==> src/rtl/trace_cmd_dispatcher.sv <==
// trace_cmd_dispatcher
// Front-end of the LLC model. Trace commands (opcode + address) are buffered
// in a small FIFO and issued to the cache one at a time; the next request is
// only issued after the cache reports completion. A clear command (op 8) is
// expanded into one clear_req per set. A print command (op 9) and undefined
// opcodes produce single pulses and do not wait for the cache.
//
// Optional feature: define TRACE_STATS_EN to add saturating 32-bit
// statistics counters (stat_reads, stat_writes, stat_snoops).
//
// Handshake: a command is transferred on a rising edge where
// cmd_valid && cmd_ready. cmd_ready depends only on FIFO state and rst, never
// on cmd_valid. A full FIFO deasserts cmd_ready even in a cycle that pops.
//
// Ports:
//   clk, rst          clock, asynchronous active-low reset
//   cmd_valid/ready   upstream command handshake; cmd_op, cmd_addr payload
//   read_req, write_req, invalidate   one-cycle request pulses to the cache
//   snoop, ifetch     qualifiers, valid together with the request pulse
//   req_addr          address of the latest memory request (held)
//   clear_req         one-cycle pulse, clear set clear_index
//   print_req, bad_op one-cycle pulses for op 9 / undefined opcodes
//   cache_done        cache finished the outstanding request
//   busy              FSM active or commands buffered (registered)
//   state_dbg         current FSM state encoding
//   stat_*            statistics counters (TRACE_STATS_EN only)
module trace_cmd_dispatcher #(
  parameter int ADDR_SIZE  = 32,
  parameter int INDEX_SIZE = 14,
  parameter int FIFO_DEPTH = 4
) (
  input  logic                  clk,
  input  logic                  rst,
  input  logic                  cmd_valid,
  output logic                  cmd_ready,
  input  logic [3:0]            cmd_op,
  input  logic [ADDR_SIZE-1:0]  cmd_addr,
  output logic                  read_req,
  output logic                  write_req,
  output logic                  invalidate,
  output logic                  snoop,
  output logic                  ifetch,
  output logic [ADDR_SIZE-1:0]  req_addr,
  output logic                  clear_req,
  output logic [INDEX_SIZE-1:0] clear_index,
  output logic                  print_req,
  input  logic                  cache_done,
  output logic                  bad_op,
  output logic                  busy,
  output logic [2:0]            state_dbg
`ifdef TRACE_STATS_EN
  ,
  output logic [31:0]           stat_reads,
  output logic [31:0]           stat_writes,
  output logic [31:0]           stat_snoops
`endif
);

  localparam int PTR_W = $clog2(FIFO_DEPTH);
  localparam logic [PTR_W:0]      PTR_ONE  = 1;
  localparam logic [INDEX_SIZE-1:0] IDX_ONE = 1;
  localparam logic [INDEX_SIZE-1:0] IDX_MAX = '1;

  typedef enum logic [2:0] {
    S_IDLE      = 3'd0,
    S_ISSUE     = 3'd1,
    S_WAIT      = 3'd2,
    S_CLR_ISSUE = 3'd3,
    S_CLR_WAIT  = 3'd4
  } state_t;

  state_t state;

  // Command FIFO: pointers carry one extra wrap bit to tell full from empty.
  logic [3:0]           op_mem   [FIFO_DEPTH];
  logic [ADDR_SIZE-1:0] addr_mem [FIFO_DEPTH];
  logic [PTR_W:0]       wr_ptr, rd_ptr;
  logic                 empty, full, push, pop;

  assign empty     = (wr_ptr == rd_ptr);
  assign full      = (wr_ptr[PTR_W] != rd_ptr[PTR_W]) &&
                     (wr_ptr[PTR_W-1:0] == rd_ptr[PTR_W-1:0]);
  assign cmd_ready = rst && !full;
  assign push      = cmd_valid && cmd_ready;
  assign pop       = (state == S_IDLE) && !empty;
  assign state_dbg = state;

  always_ff @(posedge clk) begin
    if (push) begin
      op_mem[wr_ptr[PTR_W-1:0]]   <= cmd_op;
      addr_mem[wr_ptr[PTR_W-1:0]] <= cmd_addr;
    end
  end

  always_ff @(posedge clk or negedge rst) begin
    if (!rst) begin
      wr_ptr <= '0;
      rd_ptr <= '0;
    end else begin
      if (push) wr_ptr <= wr_ptr + PTR_ONE;
      if (pop)  rd_ptr <= rd_ptr + PTR_ONE;
    end
  end

  // Command register and opcode decode.
  logic [3:0]           cur_op;
  logic [ADDR_SIZE-1:0] cur_addr;
  logic dec_mem, dec_rd, dec_wr, dec_inv, dec_snoop, dec_ifetch;

  always_comb begin
    dec_mem    = (cur_op <= 4'd6);
    dec_rd     = (cur_op == 4'd0) || (cur_op == 4'd2) || (cur_op == 4'd3) || (cur_op == 4'd5);
    dec_wr     = (cur_op == 4'd1) || (cur_op == 4'd4);
    dec_inv    = (cur_op == 4'd5) || (cur_op == 4'd6);
    dec_snoop  = (cur_op >= 4'd3) && (cur_op <= 4'd6);
    dec_ifetch = (cur_op == 4'd2);
  end

  always_ff @(posedge clk or negedge rst) begin
    if (!rst) begin
      state       <= S_IDLE;
      cur_op      <= '0;
      cur_addr    <= '0;
      read_req    <= 1'b0;
      write_req   <= 1'b0;
      invalidate  <= 1'b0;
      snoop       <= 1'b0;
      ifetch      <= 1'b0;
      req_addr    <= '0;
      clear_req   <= 1'b0;
      clear_index <= '0;
      print_req   <= 1'b0;
      bad_op      <= 1'b0;
      busy        <= 1'b0;
    end else begin
      // Pulses and qualifiers default low; a state sets them for one cycle.
      read_req   <= 1'b0;
      write_req  <= 1'b0;
      invalidate <= 1'b0;
      snoop      <= 1'b0;
      ifetch     <= 1'b0;
      clear_req  <= 1'b0;
      print_req  <= 1'b0;
      bad_op     <= 1'b0;
      busy       <= (state != S_IDLE) || !empty;

      case (state)
        S_IDLE: begin
          if (!empty) begin
            cur_op   <= op_mem[rd_ptr[PTR_W-1:0]];
            cur_addr <= addr_mem[rd_ptr[PTR_W-1:0]];
            state    <= S_ISSUE;
          end
        end
        S_ISSUE: begin
          if (dec_mem) begin
            read_req   <= dec_rd;
            write_req  <= dec_wr;
            invalidate <= dec_inv;
            snoop      <= dec_snoop;
            ifetch     <= dec_ifetch;
            req_addr   <= cur_addr;
            state      <= S_WAIT;
          end else if (cur_op == 4'd8) begin
            clear_index <= '0;
            state       <= S_CLR_ISSUE;
          end else if (cur_op == 4'd9) begin
            print_req <= 1'b1;
            state     <= S_IDLE;
          end else begin
            bad_op <= 1'b1;
            state  <= S_IDLE;
          end
        end
        S_WAIT: begin
          if (cache_done) state <= S_IDLE;
        end
        S_CLR_ISSUE: begin
          clear_req <= 1'b1;
          state     <= S_CLR_WAIT;
        end
        S_CLR_WAIT: begin
          if (cache_done) begin
            if (clear_index == IDX_MAX) begin
              clear_index <= '0;
              state       <= S_IDLE;
            end else begin
              clear_index <= clear_index + IDX_ONE;
              state       <= S_CLR_ISSUE;
            end
          end
        end
        default: state <= S_IDLE;
      endcase
    end
  end

`ifdef TRACE_STATS_EN
  // Saturating counters, updated when a command leaves ISSUE.
  logic is_issue;
  assign is_issue = (state == S_ISSUE);

  always_ff @(posedge clk or negedge rst) begin
    if (!rst) begin
      stat_reads  <= '0;
      stat_writes <= '0;
      stat_snoops <= '0;
    end else if (is_issue) begin
      if (((cur_op == 4'd0) || (cur_op == 4'd2) || (cur_op == 4'd5)) && (stat_reads != '1))
        stat_reads <= stat_reads + 32'd1;
      if ((cur_op == 4'd1) && (stat_writes != '1))
        stat_writes <= stat_writes + 32'd1;
      if (dec_snoop && (stat_snoops != '1))
        stat_snoops <= stat_snoops + 32'd1;
    end
  end
`endif

endmodule

==> config.mk <==
export PLATFORM = sky130hd
export DESIGN_NAME = trace_cmd_dispatcher
export DESIGN_NICKNAME = d
export VERILOG_FILES = /design/src/rtl/trace_cmd_dispatcher.sv
export SDC_FILE = /design/constraint.sdc
export NUM_CORES = 1
export LEC_CHECK = 0
export ABC_AREA = 0
export BUFFER_PORTS_ARGS = -buffer_cell sky130_fd_sc_hd__buf_2
export CELL_PAD_IN_SITES_DETAIL_PLACEMENT = 0
export CELL_PAD_IN_SITES_GLOBAL_PLACEMENT = 1
export CORE_MARGIN = 3
export CORE_UTILIZATION = 50
export CTS_BUF_LIST = sky130_fd_sc_hd__clkbuf_4 sky130_fd_sc_hd__clkbuf_8 sky130_fd_sc_hd__clkbuf_16
export DETAILED_ROUTE_END_ITERATION = 12
export GPL_ROUTABILITY_DRIVEN = 1
export PLACE_DENSITY = 0.77
export SYNTH_ARGS = -nofsm -noshare
export SYNTH_HDL_FRONTEND = slang
export SYNTH_SLANG_ARGS = --single-unit
==> constraint.sdc <==
create_clock -name clk -period 3.2 [get_ports clk]
set_input_delay 0.48 -clock clk [delete_from_list [all_inputs] [get_ports clk]]
set_output_delay 0.48 -clock clk [all_outputs]
set_load 0.02 [all_outputs]
== Word level (Yosys, flattened, before mapping) ==
Memory sizes are Yosys's and may differ from the RTL's. A register that Yosys moved wholly into a read port is not among the register bits.
Index checks and enable logic that the tools add are counted.
Storage, ports and cells
  memory bits (writable): 144
  memories: 2
  bits of input ports: 40
  logic and storage cells: 99
  output and inout port bits: 59
  flip-flop bits (word level): 64
Operators by class
  eq/ne operators: 21
  bitwise gates (word level): 1
  add/sub/neg operators: 3
  multiplexer cells: 33
  reduce and logical (&&, ||, !) cells: 23
  $lt $le $gt $ge: 2
Memories
  addr_mem: words 4, width 32, rd ports 1, clocked after Yosys merged registers in 1, write ports 1, line 76  | logic [ADDR_SIZE-1:0] addr_mem [FIFO_DEPTH];
  op_mem: words 4, width 4, rd ports 1, clocked after Yosys merged registers in 1, write ports 1, line 75  | logic [3:0] op_mem [FIFO_DEPTH];
Operators by type and width (number)
  two-way mux 14 bit: 4
  one-hot mux 14 bit (2 select lines): 1
  two-way mux 1 bit: 21
  one-hot mux 3 bit (5 select lines): 1
  adder 14 x 1 -> 14 bit, second input constant: 1
  == test 14 bit, second input constant: 1
  == test 4 x 3 -> 1 bit, second input constant: 3
  != test 2 bit, second input constant: 5
  two-way mux 3 bit: 3
  == test 4 x 2 -> 1 bit, second input constant: 2
  == test 4 bit, second input constant: 2
  adder 3 x 1 -> 3 bit, second input constant: 2
  == test 3 x 2 -> 1 bit, second input constant: 2
  logical OR 1 bit: 6
  two-way mux 2 bit: 3
  logical AND 1 bit: 5
  == test 4 x 1 -> 1 bit, second input constant: 1
  >= comparator 4 x 2 -> 1 bit, second input constant: 1
  <= comparator 4 x 3 -> 1 bit, second input constant: 1
  zero test 1 bit: 4
  zero test 4 bit: 1
  AND reduction 2 bit: 2
  AND reduction 4 bit: 1
  == test 3 x 1 -> 1 bit, second input constant: 1
  other kinds (9): 9

== Longest topological paths before layout ==
  word-level depth: 7
  depth in mapped cells: 6
  gate-level depth less buffers: 5

== Least setup slack after synthesis ==
No wires, ideal clock.
  path type: register -> register
  start: register wr_ptr[0]
  end: memory addr_mem[3][0] (enable)
  slack: 0.580 ns
  stages on the path, launching flop included: 4
  data arrival time: 2.221 ns
  setup time: 0.398 ns
  cells stage by stage: dfrtp_1 -> xnor2_1 -> a31oi_1 -> and3_1
Between the ends
  word-level cells in the longest chain between the ends: 7
RTL lines
  start: declaration: line 77  | logic [PTR_W:0] wr_ptr, rd_ptr;
  start signal: assignment: line 100  | if (push) wr_ptr <= wr_ptr + PTR_ONE;
  == test 2 bit: line 82  | (wr_ptr[PTR_W-1:0] == rd_ptr[PTR_W-1:0]);
  logical AND 1 bit: line 81  | assign full = (wr_ptr[PTR_W] != rd_ptr[PTR_W]) &&
  zero test 1 bit: line 83  | assign cmd_ready = rst && !full;
  logical AND 1 bit: line 83
  net cmd_ready: line 35  | output logic cmd_ready,
  logical AND 1 bit: line 84  | assign push = cmd_valid && cmd_ready;
  two-way mux 1 bit: line 89  | if (push) begin
  two-way mux 1 bit (not written as such): line 91  | addr_mem[wr_ptr[PTR_W-1:0]] <= cmd_addr;
  end: declaration: line 76
The timed path passes the listed nets, and every way through them passes these cells.

== Worst setup path after layout ==
  start: register state[1], in the netlist state_dbg[1]
  end: register req_addr[8]
Between the ends
  word-level cells in the longest chain between the ends: 2
RTL lines
  start: declaration: line 72  | state_t state;
  start signal: assignment: line 121  | state <= S_IDLE;
  start signal: assignment: line 152  | state <= S_ISSUE;
  start signal: assignment: line 163  | state <= S_WAIT;
  == test 3 x 1 -> 1 bit: line 147  | case (state)
  AND reduction 2 bit (no source line)
  end signal: assignment: line 162  | req_addr <= cur_addr;
  end: declaration: line 43  | output logic [ADDR_SIZE-1:0] req_addr,
Every way passes these cells.
A chain may end at the register's enable or synchronous reset.

==> summary.txt <==
Worst setup path
  • Kind of critical path: flip-flop to flip-flop
  • CP required: approximately 3.6 ns
  • CP max stage cell: nand2_2
  • Crit. End Element: flip-flop
  • Setup crit start kind: flip-flop
  • Worst path max stage delay: 0.58 ns
  • Worst Path Arrival: ~2.8 ns
  • Crit-path max FO: 32
  • Crit path cell chain: or3b_1, nor2_1, nand2_2, mux2_2

STA
  • Fmax: between 400 and 500 MHz
  • Finish-stage setup viols: 0
  • Final worst-path setup slack: around 0.83 ns
  • Least-Margin Pin Slew: 0.9741 ns
  • Period minus WS final: 2.373 ns
  • Setup TNS: 0 ns
  • Hold_ws: ~0.12 ns
  • Final worst-path cycle share: ~74%
  • Final Hold Fails: 0
  • Final Skew: 0.01904 ns
  • RSZ-0062 raised after global routing: false
  • Final Max Tran Viols: 0
  • Slew Limit Headroom: 34.83%

Logic synthesis
  • Async set or reset register ratio after synthesis: between 40% and 50%
  • Mapped cell area: 9435 um2
  • Simple-Gate Fraction of Synth Area: 4.522%
  • Mean post-synth cell area: 18.54 um2
  • Mapped Cells: 509
  • Mapped Nets: between 500 and 600
  • Main combinational cell family by area after synthesis: multiplexers
  • Distinct cells, synth: 46
  • Yosys top cell by area: edfxtp_1
  • Synth Area in XOR/XNOR: around 1.1%
  • Yosys top cell area share: a little under half
  • Mux cell area share after synthesis: ~17%
  • Post-synthesis compound-gate area fraction: a little over 3%
  • YS warnings: 0
  • Seq/Total Area, Yosys: roughly 72%
  • #FFs+latches synth: ~240
  • EDFF count, synth: 144
  • Ranking of synthesized cells by area: edfxtp_1 46%, dfrtp_1 27%, mux4_2 8.6%
  • Top FF cell, synth: edfxtp_1
  • Adder-cell area share of the yosys netlist: less than 1%

Routing
  • Total wire length: about 18,000 um
  • DRT iter0 DRCs: roughly 260
  • Avg WL per Cell: 20.30 um
  • # DRC: 0
  • Total number of vias: between 4,000 and 5,000
  • Via density per instance: about 5.7
  • Antenna Nets Post-Route: 0
  • TritonRoute pass-1 iters: 5

Pwr
  • LEAKAGE: ~4.3 nW
  • Combinational fraction of design power: between 30% and 40%
  • Int Pwr: about 7.7 mW
  • P_sw: 3.335 mW
  • Clk pwr share: between 20% and 30%
  • Max IR drop VDD: slightly above 0.5 mV
  • Sw Share: between 30% and 40%
  • Power per Cell Area: between 900 and 1000 nW/um2
  • Reg power frac: between 40% and 50%
  • Design Power: 11.03 mW

Place
  • Worst slack, placed: between 0.7 and 0.8 ns
  • Area of placed instances: roughly 10,000 um2
  • Final HPWL DP: approximately 11,000 um
  • Inst Count DP: about 820
  • Placer Congestion: 0.8151
  • IO Port Bufs: between 90 and 100

Global routing
  • GRT Total Usage: approximately 18%
  • Global route overflow: 0
  • Vias in the first global route: 5,103
  • First-pass GRT wire length: about 28,000 um
  • Initial antenna violation count: 3
  • Largest net degree at the start of global routing: 53

Cells and area
  • Fin nets: about 670
  • Cell area after layout: around 11,000 um2
  • Diodes inserted: 0
  • Layout cell share with drive strength beyond 1: a little over two fifths
  • Fillers: 1,374
  • Final Non-Filler Cells: ~870
  • Most frequent cells in the layout: 144 x edfxtp_1, 98 x dfrtp_1, 97 x buf_2
  • Most common cell after layout, fill and taps aside: edfxtp_1
  • Synthesis-to-finish area growth: 17.88%
  • Final core utilization: 60.88%

Floorplan
  • Row count: slightly below 50
  • DIE AREA: 20,560 um2
  • Die Ht: roughly 140 um
  • Core footprint: ~18,000 um2
  • Starting density of the core: between 50% and 60%
  • Ports: a little under 100
  • Die Width: roughly 140 um

Clocking
  • # Post-CTS Setup Buffers: 0
  • CTS H-tree lvls: 1
  • CTS resizes: 0
  • CTS clock-pin slew for the worst setup and hold paths: 0.06 ns
  • Longest Clk Path Bufs: 3
  • CTS tree: built
  • Clock Sink Count: around 240
  • Clk Latency, worst-skew pair: approximately 0.52 ns
  • CTS Buf Count: 25
  • Clk root buf: clkbuf_16
  • Hold-fix buffers, CTS: 0

Run status
  • Status: complete, no violations

Job
  • Total of max-cap violations: 0

Worst hold path
  • Worst min-delay path category: input port to async pin
## cells by family after synthesis
kind of cell               after synthesis
AOI/OAI and AO/OA                       40
xor gates and xnor gates                12
adders and majority gates                6
buffers and inverters                   28
DFF                                    244
muxes                                  106
and+or+nand+nor                         73
## critical path, delay by kind of cell (launching register included)
kind             cells  cell delay (ns)
AND/OR/NAND/NOR      3             1.27
flip-flops           1             0.47
multiplexers         1             0.51
## registers in the layout, summed over array words and instances (netlist names), 4 cells and up
signal	flops
addr_mem	128
clear_index	14
cur_addr	32
cur_op	4
op_mem	16
req_addr	32
## final cells by class
class,instances,area (um2),area share (%)
Clock buffer,31,683.2,6.142
Sequential cell,244,6829,61.40
Timing Repair Buffer,108,605.6,5.445
Multi-Input combinational cell,237,2519,22.65
Inverter,5,18.77,0.1687
Clock inverter,15,180.2,1.620
Tap cell,229,286.5,2.576
## final timing paths
path,from,endpoint,slack (ns),depth (start not counted)
hold reg to reg,cur_addr[19],req_addr[19],0.50,1
min in group clk,cmd_addr[2],addr_mem[3][2],0.17,1
hold / removal,rst,clear_index[10],0.12,2
setup / recovery,state_dbg[1],req_addr[8],0.83,4
max in group asynchronous,rst,cur_op[3],1.93,3
setup reg to reg,state_dbg[1],req_addr[8],0.83,4
## synthesized netlist by cell type, types with 2 or more instances
cell type / number
mux4_2: 36
nand4_1: 2
nor3_1: 7
o41ai_1: 2
or3b_2: 2
edfxtp_1: 144
buf_2: 6
a31oi_1: 4
or4_1: 2
o31ai_1: 7
xor2_1: 5
nor2_1: 6
and3_1: 11
or3_1: 2
dfrtp_1: 100
xnor2_1: 7
inv_1: 5
nand2b_1: 3
a221o_1: 3
or2_2: 2
o21ai_0: 9
and4_1: 2
nand2_1: 11
clkbuf_1: 14
nor4_1: 3
a21oi_1: 2
mux2_2: 70
a22o_1: 5
ha_1: 6
nor2b_1: 5
nand3_1: 9
buf_1: 3
## power by group through the flow
| stage | logic, mW | registers [mW] | clock network (mW) |
|---|---|---|---|
| 2_1_floorplan | 2.26 | 4.88 | 0 |
| 3_3_place_gp | 3.41 | 4.63 | 0 |
| 3_5_place_dp | 3.49 | 4.67 | 0 |
| 4_1_cts | 3.51 | 4.62 | 3.05 |
| 5_1_grt | 3.75 | 4.71 | 3.19 |
| 6_report | 3.44 | 4.61 | 2.98 |
## metal layers
| metal | vias up | GRT usage (%) | wire length [um] |
|---|---|---|---|
| met5 | - | 0 | 28 |
| met4 | 6 | 3.865 | 330 |
| met3 | 32 | 3.727 | 914 |
| met2 | 134 | 29.17 | 8786 |
| met1 | 2547 | 24.45 | 7578 |
| li1 | 2225 | - | - |
(Power assumes the default switching activity.)
